==> config.mk <==
export PLATFORM = sky130hd
export DESIGN_NAME = eth_rx_fcs_check
export DESIGN_NICKNAME = d
export VERILOG_FILES = /design/src/rtl/eth_fcs_pkg.sv /design/src/rtl/eth_rx_fcs_buf.sv /design/src/rtl/eth_rx_fcs_check.sv
export SDC_FILE = /design/constraint.sdc
export NUM_CORES = 1
export LEC_CHECK = 0
export CAP_MARGIN = 10
export CORE_ASPECT_RATIO = 1.4
export CORE_UTILIZATION = 35
export CTS_BUF_LIST = sky130_fd_sc_hd__clkbuf_16
export DETAILED_ROUTE_END_ITERATION = 16
export PLACE_DENSITY = 0.53
export SYNTH_ARGS = -nofsm -noshare
export SYNTH_HDL_FRONTEND = slang
export SYNTH_SLANG_ARGS = --single-unit
==> constraint.sdc <==
create_clock -name clk -period 6.51 [get_ports clk]
set_clock_uncertainty 0.1 [all_clocks]
set_input_delay 0.651 -clock clk [delete_from_list [all_inputs] [get_ports clk]]
set_output_delay 0.651 -clock clk [all_outputs]
set_load 0.03 [all_outputs]
==> src/rtl/eth_fcs_pkg.sv <==
// Shared constants, FSM state type and the byte-wide CRC-32 step for the
// receive-side Ethernet FCS checker.
package eth_fcs_pkg;

    localparam logic [31:0] CRC32_POLY    = 32'h04C11DB7;
    localparam logic [31:0] CRC32_INIT    = 32'hFFFFFFFF;
    localparam logic [31:0] CRC32_RESIDUE = 32'hC704DD7B;

    typedef enum logic {
        IDLE = 1'b0,
        RECV = 1'b1
    } fcs_state_t;

    function automatic logic [31:0] crc32_byte_step(input logic [31:0] crc,
                                                    input logic [7:0]  data);
        logic [31:0] c;
        c = crc;
        // Taking wire bit 0 first is the same as shifting in the bit-reversed byte MSB first.
        for (int unsigned i = 0; i < 8; i++) begin
            if (c[31] ^ data[i])
                c = {c[30:0], 1'b0} ^ CRC32_POLY;
            else
                c = {c[30:0], 1'b0};
        end
        return c;
    endfunction

endpackage

==> src/rtl/eth_rx_fcs_buf.sv <==
// 4-entry delay line that strips the trailing FCS: a byte leaves only once
// four newer bytes of the same frame have arrived.
module eth_rx_fcs_buf (
    input  logic       clk,
    input  logic       rst_n,
    input  logic       accept,
    input  logic       start,
    input  logic       last,
    input  logic [7:0] data,
    output logic       out_valid,
    output logic [7:0] out_data,
    output logic       out_sof,
    output logic       out_eof
);

    logic [7:0] dat [4];
    logic [3:0] vld;
    logic [3:0] sof;

    always_ff @(posedge clk or negedge rst_n) begin
        if (!rst_n) begin
            vld       <= '0;
            sof       <= '0;
            out_valid <= 1'b0;
            out_data  <= '0;
            out_sof   <= 1'b0;
            out_eof   <= 1'b0;
            for (int unsigned i = 0; i < 4; i++)
                dat[i] <= '0;
        end else begin
            out_valid <= 1'b0;
            out_sof   <= 1'b0;
            out_eof   <= 1'b0;
            if (accept) begin
                if (start) begin
                    // A new frame flushes whatever a previous, unterminated frame left behind.
                    vld    <= last ? 4'b0000 : 4'b0001;
                    sof    <= 4'b0001;
                    dat[0] <= data;
                end else begin
                    out_valid <= vld[3];
                    out_data  <= dat[3];
                    out_sof   <= sof[3];
                    out_eof   <= vld[3] & last;
                    vld       <= last ? 4'b0000 : {vld[2:0], 1'b1};
                    sof       <= {sof[2:0], 1'b0};
                    dat[3]    <= dat[2];
                    dat[2]    <= dat[1];
                    dat[1]    <= dat[0];
                    dat[0]    <= data;
                end
            end
        end
    end

endmodule

==> src/rtl/eth_rx_fcs_check.sv <==
// Receive FCS checker: CRC-32 residue check, FCS strip and per-frame status.
// Optional FCS_STATS_EN adds good/crc-error/length-error frame counters.
module eth_rx_fcs_check
    import eth_fcs_pkg::*;
#(
    parameter int unsigned MIN_LEN = 64,
    parameter int unsigned MAX_LEN = 1518,
    parameter int unsigned CNT_W   = 12
) (
    input  logic             clk,
    input  logic             rst_n,
`ifdef FCS_STATS_EN
    input  logic             stats_clr,
    output logic [31:0]      good_cnt,
    output logic [31:0]      crc_err_cnt,
    output logic [31:0]      len_err_cnt,
`endif
    input  logic             rx_valid,
    input  logic [7:0]       rx_data,
    input  logic             rx_sof,
    input  logic             rx_eof,
    output logic             out_valid,
    output logic [7:0]       out_data,
    output logic             out_sof,
    output logic             out_eof,
    output logic             frame_done,
    output logic             crc_ok,
    output logic             len_err,
    output logic             abort,
    output logic [CNT_W-1:0] frame_len
);

    fcs_state_t       state, state_next;
    logic [31:0]      crc, crc_next;
    logic [CNT_W-1:0] cnt, cnt_next;
    logic [31:0]      len32;
    logic             in_frame, start, accept;

    assign in_frame = (state == RECV);
    assign start    = rx_valid & rx_sof;
    assign accept   = start | (rx_valid & in_frame);
    assign crc_next = crc32_byte_step(start ? CRC32_INIT : crc, rx_data);
    assign cnt_next = start ? CNT_W'(1) : ((&cnt) ? cnt : cnt + CNT_W'(1));
    assign len32    = 32'(cnt_next);

    always_ff @(posedge clk or negedge rst_n) begin
        if (!rst_n)
            state <= IDLE;
        else
            state <= state_next;
    end

    always_comb begin
        state_next = state;
        case (state)
            IDLE:    if (start && !rx_eof) state_next = RECV;
            RECV:    if (rx_valid && rx_eof) state_next = IDLE;
            default: state_next = IDLE;
        endcase
    end

    always_ff @(posedge clk or negedge rst_n) begin
        if (!rst_n) begin
            crc        <= CRC32_INIT;
            cnt        <= '0;
            frame_done <= 1'b0;
            crc_ok     <= 1'b0;
            len_err    <= 1'b0;
            abort      <= 1'b0;
            frame_len  <= '0;
        end else begin
            frame_done <= 1'b0;
            if (accept) begin
                crc <= crc_next;
                cnt <= cnt_next;
            end
            // An abort reports the truncated frame; its own count is the old counter.
            if (start && in_frame) begin
                frame_done <= 1'b1;
                abort      <= 1'b1;
                crc_ok     <= 1'b0;
                len_err    <= 1'b1;
                frame_len  <= cnt;
            end else if (accept && rx_eof) begin
                frame_done <= 1'b1;
                abort      <= 1'b0;
                crc_ok     <= (crc_next == CRC32_RESIDUE);
                len_err    <= (len32 < MIN_LEN) || (len32 > MAX_LEN);
                frame_len  <= cnt_next;
            end
        end
    end

    eth_rx_fcs_buf u_buf (
        .clk       (clk),
        .rst_n     (rst_n),
        .accept    (accept),
        .start     (start),
        .last      (rx_eof),
        .data      (rx_data),
        .out_valid (out_valid),
        .out_data  (out_data),
        .out_sof   (out_sof),
        .out_eof   (out_eof)
    );

`ifdef FCS_STATS_EN
    always_ff @(posedge clk or negedge rst_n) begin
        if (!rst_n) begin
            good_cnt    <= '0;
            crc_err_cnt <= '0;
            len_err_cnt <= '0;
        end else if (stats_clr) begin
            good_cnt    <= '0;
            crc_err_cnt <= '0;
            len_err_cnt <= '0;
        end else if (frame_done) begin
            if (crc_ok && !len_err) good_cnt <= good_cnt + 32'd1;
            if (!crc_ok && !abort)  crc_err_cnt <= crc_err_cnt + 32'd1;
            if (len_err)            len_err_cnt <= len_err_cnt + 32'd1;
        end
    end
`endif

endmodule

======== Yosys cells after proc, flatten, opt, wreduce, memory -nomap -nowiden ========
Cells that the tools add are included.
cells by class
  $add $sub $neg .......................... 1
  magnitude comparators ................... 2
  eq/ne operators ......................... 1
  muxes and demuxes ....................... 34
  bitwise logic cells ..................... 22
  reductions and logical operators ........ 9
operators by type and width
  operator               number
  $mux 27                8
  $not 14->14            8
  $mux 12                4
  $eq 32x32->1 const B   1
  $mux 32                1
  $mux 1                 17
  $add 12x1->12 const B  1
  $gt 12x11->1 const B   1
  $lt 12x7->1 const B    1
  $mux 4                 3
  $reduce_and 12->1      1
  $xor 1x1->1            8
  $logic_and 1x1->1      4
  $and 1x1->1            3
  $not 1->1              2
  $pmux 1 s2             1
  $reduce_and 2->1       1
  $reduce_bool 2->1      1
  $logic_not 1->1        1
  $logic_or 1x1->1       1
  $or 1x1->1             1
word-level totals
  register bits ........................... 112
  input port bits ......................... 13
  output and inout bits ................... 27
  logic and storage cells ................. 87

======== Longest topological paths before layout ========
  depth in word-level cells ............... 21
  depth in mapped cells ................... 12
  gate-level depth less buffers ........... 11

======== Cells and area by module ========
Synthesis repeated with hierarchy kept, for this count alone.
second synthesis, totals
  cells, all modules ...................... 638
  area total of the unflattened synthesis .. 6605.1 um^2
by module, submodules not included
  module            times used  cells an instance  area each (um^2)  sequential area each (um^2)
  eth_rx_fcs_check  1           515                4625.7            1566.5
  eth_rx_fcs_buf    1           123                1979.4            1276.2

======== Worst setup path after synthesis ========
OpenSTA, ideal clock, no wires.
  kind .................................... input -> register
  start ................................... input rx_data[0]
  end ..................................... register crc_ok
  library setup time ...................... 0.092 ns
  arrival time ............................ 2.832 ns
  required time ........................... 6.318 ns
  path slack .............................. 3.487 ns
  stages on the path ...................... 10
  buffers on the path ..................... 2
  path through ............................ buf_4 > xor2_1 > and3_4 > or4_4 > and2_4 > buf_6 > o311ai_4 > o211ai_1 > or4_1 > o31ai_2
on the way
  word-level cells in the longest chain between the ends .. 17
  elaborated cells on any way between the ends .. 20
  classes of those cells .................. 1 x eq/ne; 10 x mux; 9 x bitwise
RTL lines
  item                                                     RTL line                source
  from (decl)                                              eth_rx_fcs_check.sv:19  input logic [7:0] rx_data,
  $xor 1x1->1 (*)                                          eth_fcs_pkg.sv:20       if (c[31] ^ data[i])
  $mux 27 (*)                                              eth_fcs_pkg.sv:20
  $not 14->14 (no line) / $mux 27 (equally long branches)  --
  $mux 27 / $not 14->14 (equally long branches)            --
  $not 14->14 (no line) / $mux 27 (equally long branches)  --
  $mux 27 / $not 14->14 (equally long branches)            --
  $mux 27                                                  eth_fcs_pkg.sv:20
  $not 14->14 (no line) / $mux 27 (equally long branches)  --
  $mux 27 / $not 14->14 (equally long branches)            --
  $not 14->14 (no line) / $mux 27 (equally long branches)  --
  $mux 27 / $not 14->14 (equally long branches)            --
  $mux 27                                                  eth_fcs_pkg.sv:20
  $not 14->14 (no line)                                    --
  $mux 27                                                  eth_fcs_pkg.sv:20
  $eq 32x32->1 (*)                                         eth_rx_fcs_check.sv:87  crc_ok <= (crc_next == CRC32_RESIDUE);
  $mux 1 (*)                                               eth_rx_fcs_check.sv:84  end else if (accept && rx_eof) begin
  $mux 1 (*)                                               eth_rx_fcs_check.sv:78  if (start && in_frame) begin
  to (signal assigned)                                     eth_rx_fcs_check.sv:87
  to (decl)                                                eth_rx_fcs_check.sv:27  output logic crc_ok,
Every way passes the cells marked *; elsewhere a longest branch is shown, timed or not. The select of a mux whose other input is x is not followed.
A chain may end at the register's enable or synchronous reset.

======== Worst setup path in the final report ========
  start ................................... input rx_sof
  end ..................................... register crc_ok
on the way
  elaborated cells on any way between the ends .. 33
  classes of those cells .................. 1 x eq/ne; 11 x mux; 18 x bitwise; 3 x reduce/logical
RTL lines
  item                   RTL line                source
  from (decl)            eth_rx_fcs_check.sv:20  input logic rx_sof,
  $and 1x1->1 (*)        eth_rx_fcs_check.sv:40  assign start = rx_valid & rx_sof;
  $mux 32 (*)            eth_rx_fcs_check.sv:42  assign crc_next = crc32_byte_step(start ? CRC32_INIT : crc, rx_data);
  $mux 27                eth_fcs_pkg.sv:20
  $not 14->14 (no line)  --
  $mux 27 (*)            eth_fcs_pkg.sv:20
  $xor 1x1->1 (*)        eth_fcs_pkg.sv:20
  $mux 27 (*)            eth_fcs_pkg.sv:20
  via crc_next[0]        eth_rx_fcs_check.sv:34  logic [31:0] crc, crc_next;
  $eq 32x32->1 (*)       eth_rx_fcs_check.sv:87
  $mux 1 (*)             eth_rx_fcs_check.sv:84
  $mux 1 (*)             eth_rx_fcs_check.sv:78
Mark *: on every way through the listed nets, which the timed path passes. The rest lies on a longest branch. The select of a mux whose other input is x is not followed.

==> key figures <==
Pwr
  • Fraction of power consumed by sequential logic: 0.318
  • Share of power burned in combinational logic: 0.525
  • IR drop worst, VDD: 0.227 mV
  • Switch share: 0.430
  • Pleak: 3.15 nW
  • P_int: 2.10 mW
  • Power density over cell area: 501 mW/mm^2
  • Clock power frac: 0.157
  • Switching power: 1.58 mW

Yosys
  • Sequential share of the synthesized area: 0.435
  • Area fraction in and, or, nand and nor cells after synthesis: 0.208
  • Most repeated cell in the gate-level netlist after synthesis: sky130_fd_sc_hd__nand2_1
  • Ys async rst share: 1.00
  • Adder-Cell Fraction of Synth Area: 0.00537
  • Post-synthesis net count: 751
  • Commonest cells in the netlist: sky130_fd_sc_hd__nand2_1, sky130_fd_sc_hd__dfrtp_1, sky130_fd_sc_hd__xnor2_1, sky130_fd_sc_hd__o21ai_0, sky130_fd_sc_hd__nor2_1
  • Largest cells by area after synthesis: sky130_fd_sc_hd__dfrtp_1, sky130_fd_sc_hd__dfstp_2, sky130_fd_sc_hd__nand2_1
  • Post-synth EDFFs: 0
  • Proportion of netlist area held by the largest area contributor: 0.307
  • Syn Inst Count: 736
  • Count of yosys warnings during synthesis: 0
  • Largest family of logic cells by synthesized area: simple AND/OR/NAND/NOR gates
  • Xor and xnor area share after synthesis: 0.173
  • Most frequently used flop master after synthesis: sky130_fd_sc_hd__dfrtp_1
  • Mux cell area share after synthesis: 0.0138
  • Synthesis-stage register bit count: 112
  • Cell taking the most area after synthesis: sky130_fd_sc_hd__dfrtp_1
  • Total standard cell area after synthesis: 0.00653 sq mm
  • Number of distinct library cell variants in the gate-level netlist after synthesis: 63
  • Avg Cell Area, Syn: 8.87 sq um
  • Share of the synthesized area in compound gates (AO/OA/AOI/OAI): 0.126

Routing
  • Average via count per standard cell: 5.08
  • Routed WL: 16.8 mm
  • Average detailed-routed wire length per instance: 17.0 um
  • Iteration-0 DRC count of the detailed router: 338
  • ANT nets after route: 0
  • DRT Pass-1 Iters: 4
  • Post-route DRC: 0
  • Number of vias after detailed routing: 5015

Final layout
  • Antenna Diode Count: 0
  • Layout fillers: 1874
  • Layout Area Growth over Synthesis: 12.5%
  • Final core utilization: 0.405
  • Post-Layout Inst Area: 0.00734 sq mm
  • Final Net Count: 758
  • Fraction of layout cells with a size suffix above 1: 0.0949

Global routing
  • Number of global-route vias before repair: 5073
  • Leftover overflow at the end of global routing: 0
  • Largest net degree at the start of global routing: 65
  • Initial antenna violation count: 0
  • Total routing resource utilization after global routing: 0.185
  • Global-route wire length before repair: 27.2 mm

Setup path
  • FF-to-FF End: crc_ok$_DFFE_PN0P_
  • Type of destination of the critical path: flip-flop
  • Cell-by-cell listing of the critical path: clkdlybuf4s50_1 > and2_1 > buf_4 > nor2_2 > xnor2_4 > inv_1 > ha_1 > and3_1 > nand4_1 > nor3b_1 > nand4_1 > or4_1 > o31ai_2
  • Reg-to-reg setup timing slack: 3.28 ns
  • Crit path capture: crc_ok$_DFFE_PN0P_
  • Crit. Startpoint: rx_sof
  • Reg2reg path depth: 9
  • Start of the worst register-to-register path: in_frame$_DFF_PN0_
  • Critical path class: input port to flip-flop
  • Crit-path max cell delay: 0.80 ns
  • Depth of the critical timing path with buffers and inverters included: 13
  • CP startpoint kind: input port
  • Largest delay share family, worst path: simple AND/OR/NAND/NOR gates
  • WP data arrival: 4.39 ns
  • Worst path buffer plus inverter count: 3
  • Critical Path Most Common Cell: sky130_fd_sc_hd__nand4_1
  • Standard cell with the maximum stage delay on the critical path: sky130_fd_sc_hd__clkdlybuf4s50_1
  • Critical path data required time: 6.69 ns
  • Largest fanout on the critical path: 18

STA
  • Headroom to the max-slew limit: 0.332
  • Actual transition at the worst max-transition pin: 0.998 ns
  • Final period util: 0.647
  • Number of slew-limit violations in the final report: 0
  • Tmin final: 4.21 ns
  • Final TNS setup: 0 ns
  • Unrepaired setup endpoints after global routing: no
  • Number of hold-slack violations in the final timing report: 0
  • Fmax: 238 MHz
  • Setup-failing EPs final: 0

Flow run
  • Number of violations of the max-capacitance limit: 0

Place
  • Sum of net half-perimeters after detailed placement: 12.0 mm
  • Count of input and output buffers: 39
  • Post-Place Cell Area: 0.00703 sq mm
  • Final weighted congestion in routability-driven placement: 0.891

Die
  • Core Area: 0.0181 sq mm
  • Die height: 164 um
  • Overall die area: 0.0192 sq mm
  • Effective utilization at floorplan: 0.360
  • Io pins: 40
  • Horizontal die dimension: 117 um
  • Floorplan row count: 58

Status
  • Status: completed

Clocking
  • Clock transition at the registers of the reported paths: 0.08 ns
  • Total setup buffers inserted after CTS: 0
  • Cells resized by post-CTS repair: 0
  • Clk_lat worst skew: 0.36 ns
  • Clock net sink count: 112
  • TritonCTS clock tree: yes
  • Hold-fix buffers, CTS: 0
  • Bufs on Longest Clock Path: 2
  • H-tree depth: 3
  • TritonCTS Buffers: 9
  • Clock Root Buffer: sky130_fd_sc_hd__clkbuf_16

Worst hold path
  • Type of the tightest min-delay check: input port to async pin
cell type report:
cell class / count / area (sq um) / share of cell area
Tap cell: 240 / 300 / 0.0409
Multi-Input combinational cell: 571 / 3440 / 0.469
Sequential cell: 112 / 2840 / 0.387
Inverter: 5 / 18.8 / 0.00256
Clock buffer: 9 / 225 / 0.0307
Timing Repair Buffer: 44 / 425 / 0.0579
Clock inverter: 7 / 85.1 / 0.0116
routing by layer:
metal | up-vias | share of wire | global-route usage
li1 | 2466 | - | -
met4 | 0 | 0.048 | 0.115
met5 | - | 0 | 0
met3 | 44 | 0.030 | 0.0258
met1 | 2392 | 0.40 | 0.206
met2 | 113 | 0.52 | 0.332
power by group through the flow:
| stage | Combinational [mW] | Clock, mW | Sequential [mW] |
|---|---|---|---|
| after global routing | 2.12 | 0.623 | 1.20 |
| final | 1.93 | 0.578 | 1.17 |
| after global placement | 1.94 | 0 | 1.18 |
| after CTS | 1.96 | 0.597 | 1.17 |
| after detailed placement | 1.94 | 0 | 1.19 |
| after floorplan | 1.51 | 0 | 1.12 |
through the flow:
stage / power [mW] / cells / worst slack (ns) / hold slack [ns]
after floorplan: 2.63 / 736 / 3.49 / 0.255
after global placement: 3.12 / 972 / 2.04 / 0.349
after detailed placement: 3.13 / 972 / 1.97 / 0.350
after CTS: 3.73 / 988 / 2.33 / 0.309
after global routing: 3.95 / 988 / 2.01 / 0.342
final: 3.68 / 988 / 2.30 / 0.274
worst min path at each step:
stage / start / end / slack [ns] / cells after the start
3_3_place_gp: u_buf.dat[21]$_DFFE_PN0P_ / u_buf.dat[13]$_DFFE_PN0P_ / 0.35 / 2
2_1_floorplan: rst_n / abort$_DFFE_PN0P_ / 0.26 / 0
3_5_place_dp: u_buf.dat[0]$_DFFE_PN0P_ / u_buf.out_data[0]$_DFFE_PN0P_ / 0.35 / 2
4_1_cts: rst_n / u_buf.out_sof$_DFF_PN0_ / 0.31 / 1
6_report: rst_n / u_buf.out_sof$_DFF_PN0_ / 0.27 / 1
5_1_grt: rst_n / u_buf.out_sof$_DFF_PN0_ / 0.34 / 1
layout by cell type, fill, tap and decap left out, drive strengths merged, types with 8 or more instances in the layout:
cell / Yosys / layout
a21oi: 30 / 30
and2: 10 / 10
and3: 9 / 9
clkbuf: 27 / 9
clkdlybuf4s50: 0 / 38
dfrtp: 80 / 80
dfstp: 32 / 32
inv: 5 / 8
mux2i: 9 / 9
nand2: 206 / 206
nand3: 14 / 14
nor2: 42 / 42
o21ai: 62 / 62
xnor2: 79 / 79
xor2: 26 / 26
state kept, by name, indices dropped and copies added, names as in the netlist:
name,cells
crc,32
u_buf.dat,32
cnt,12
frame_len,12
u_buf.out_data,8
u_buf.sof,4
u_buf.vld,4
abort,1
crc_ok,1
frame_done,1
in_frame,1
len_err,1
u_buf.out_eof,1
u_buf.out_sof,1
u_buf.out_valid,1
cells by family after synthesis:
group           count (synthesis)
compound gates                133
xor+xnor                      112
fa+ha+maj                       3
buf+inv                        53
flops                         112
mux                             9
simple gates                  314
No activity file was read; power rests on OpenSTA's default activity.
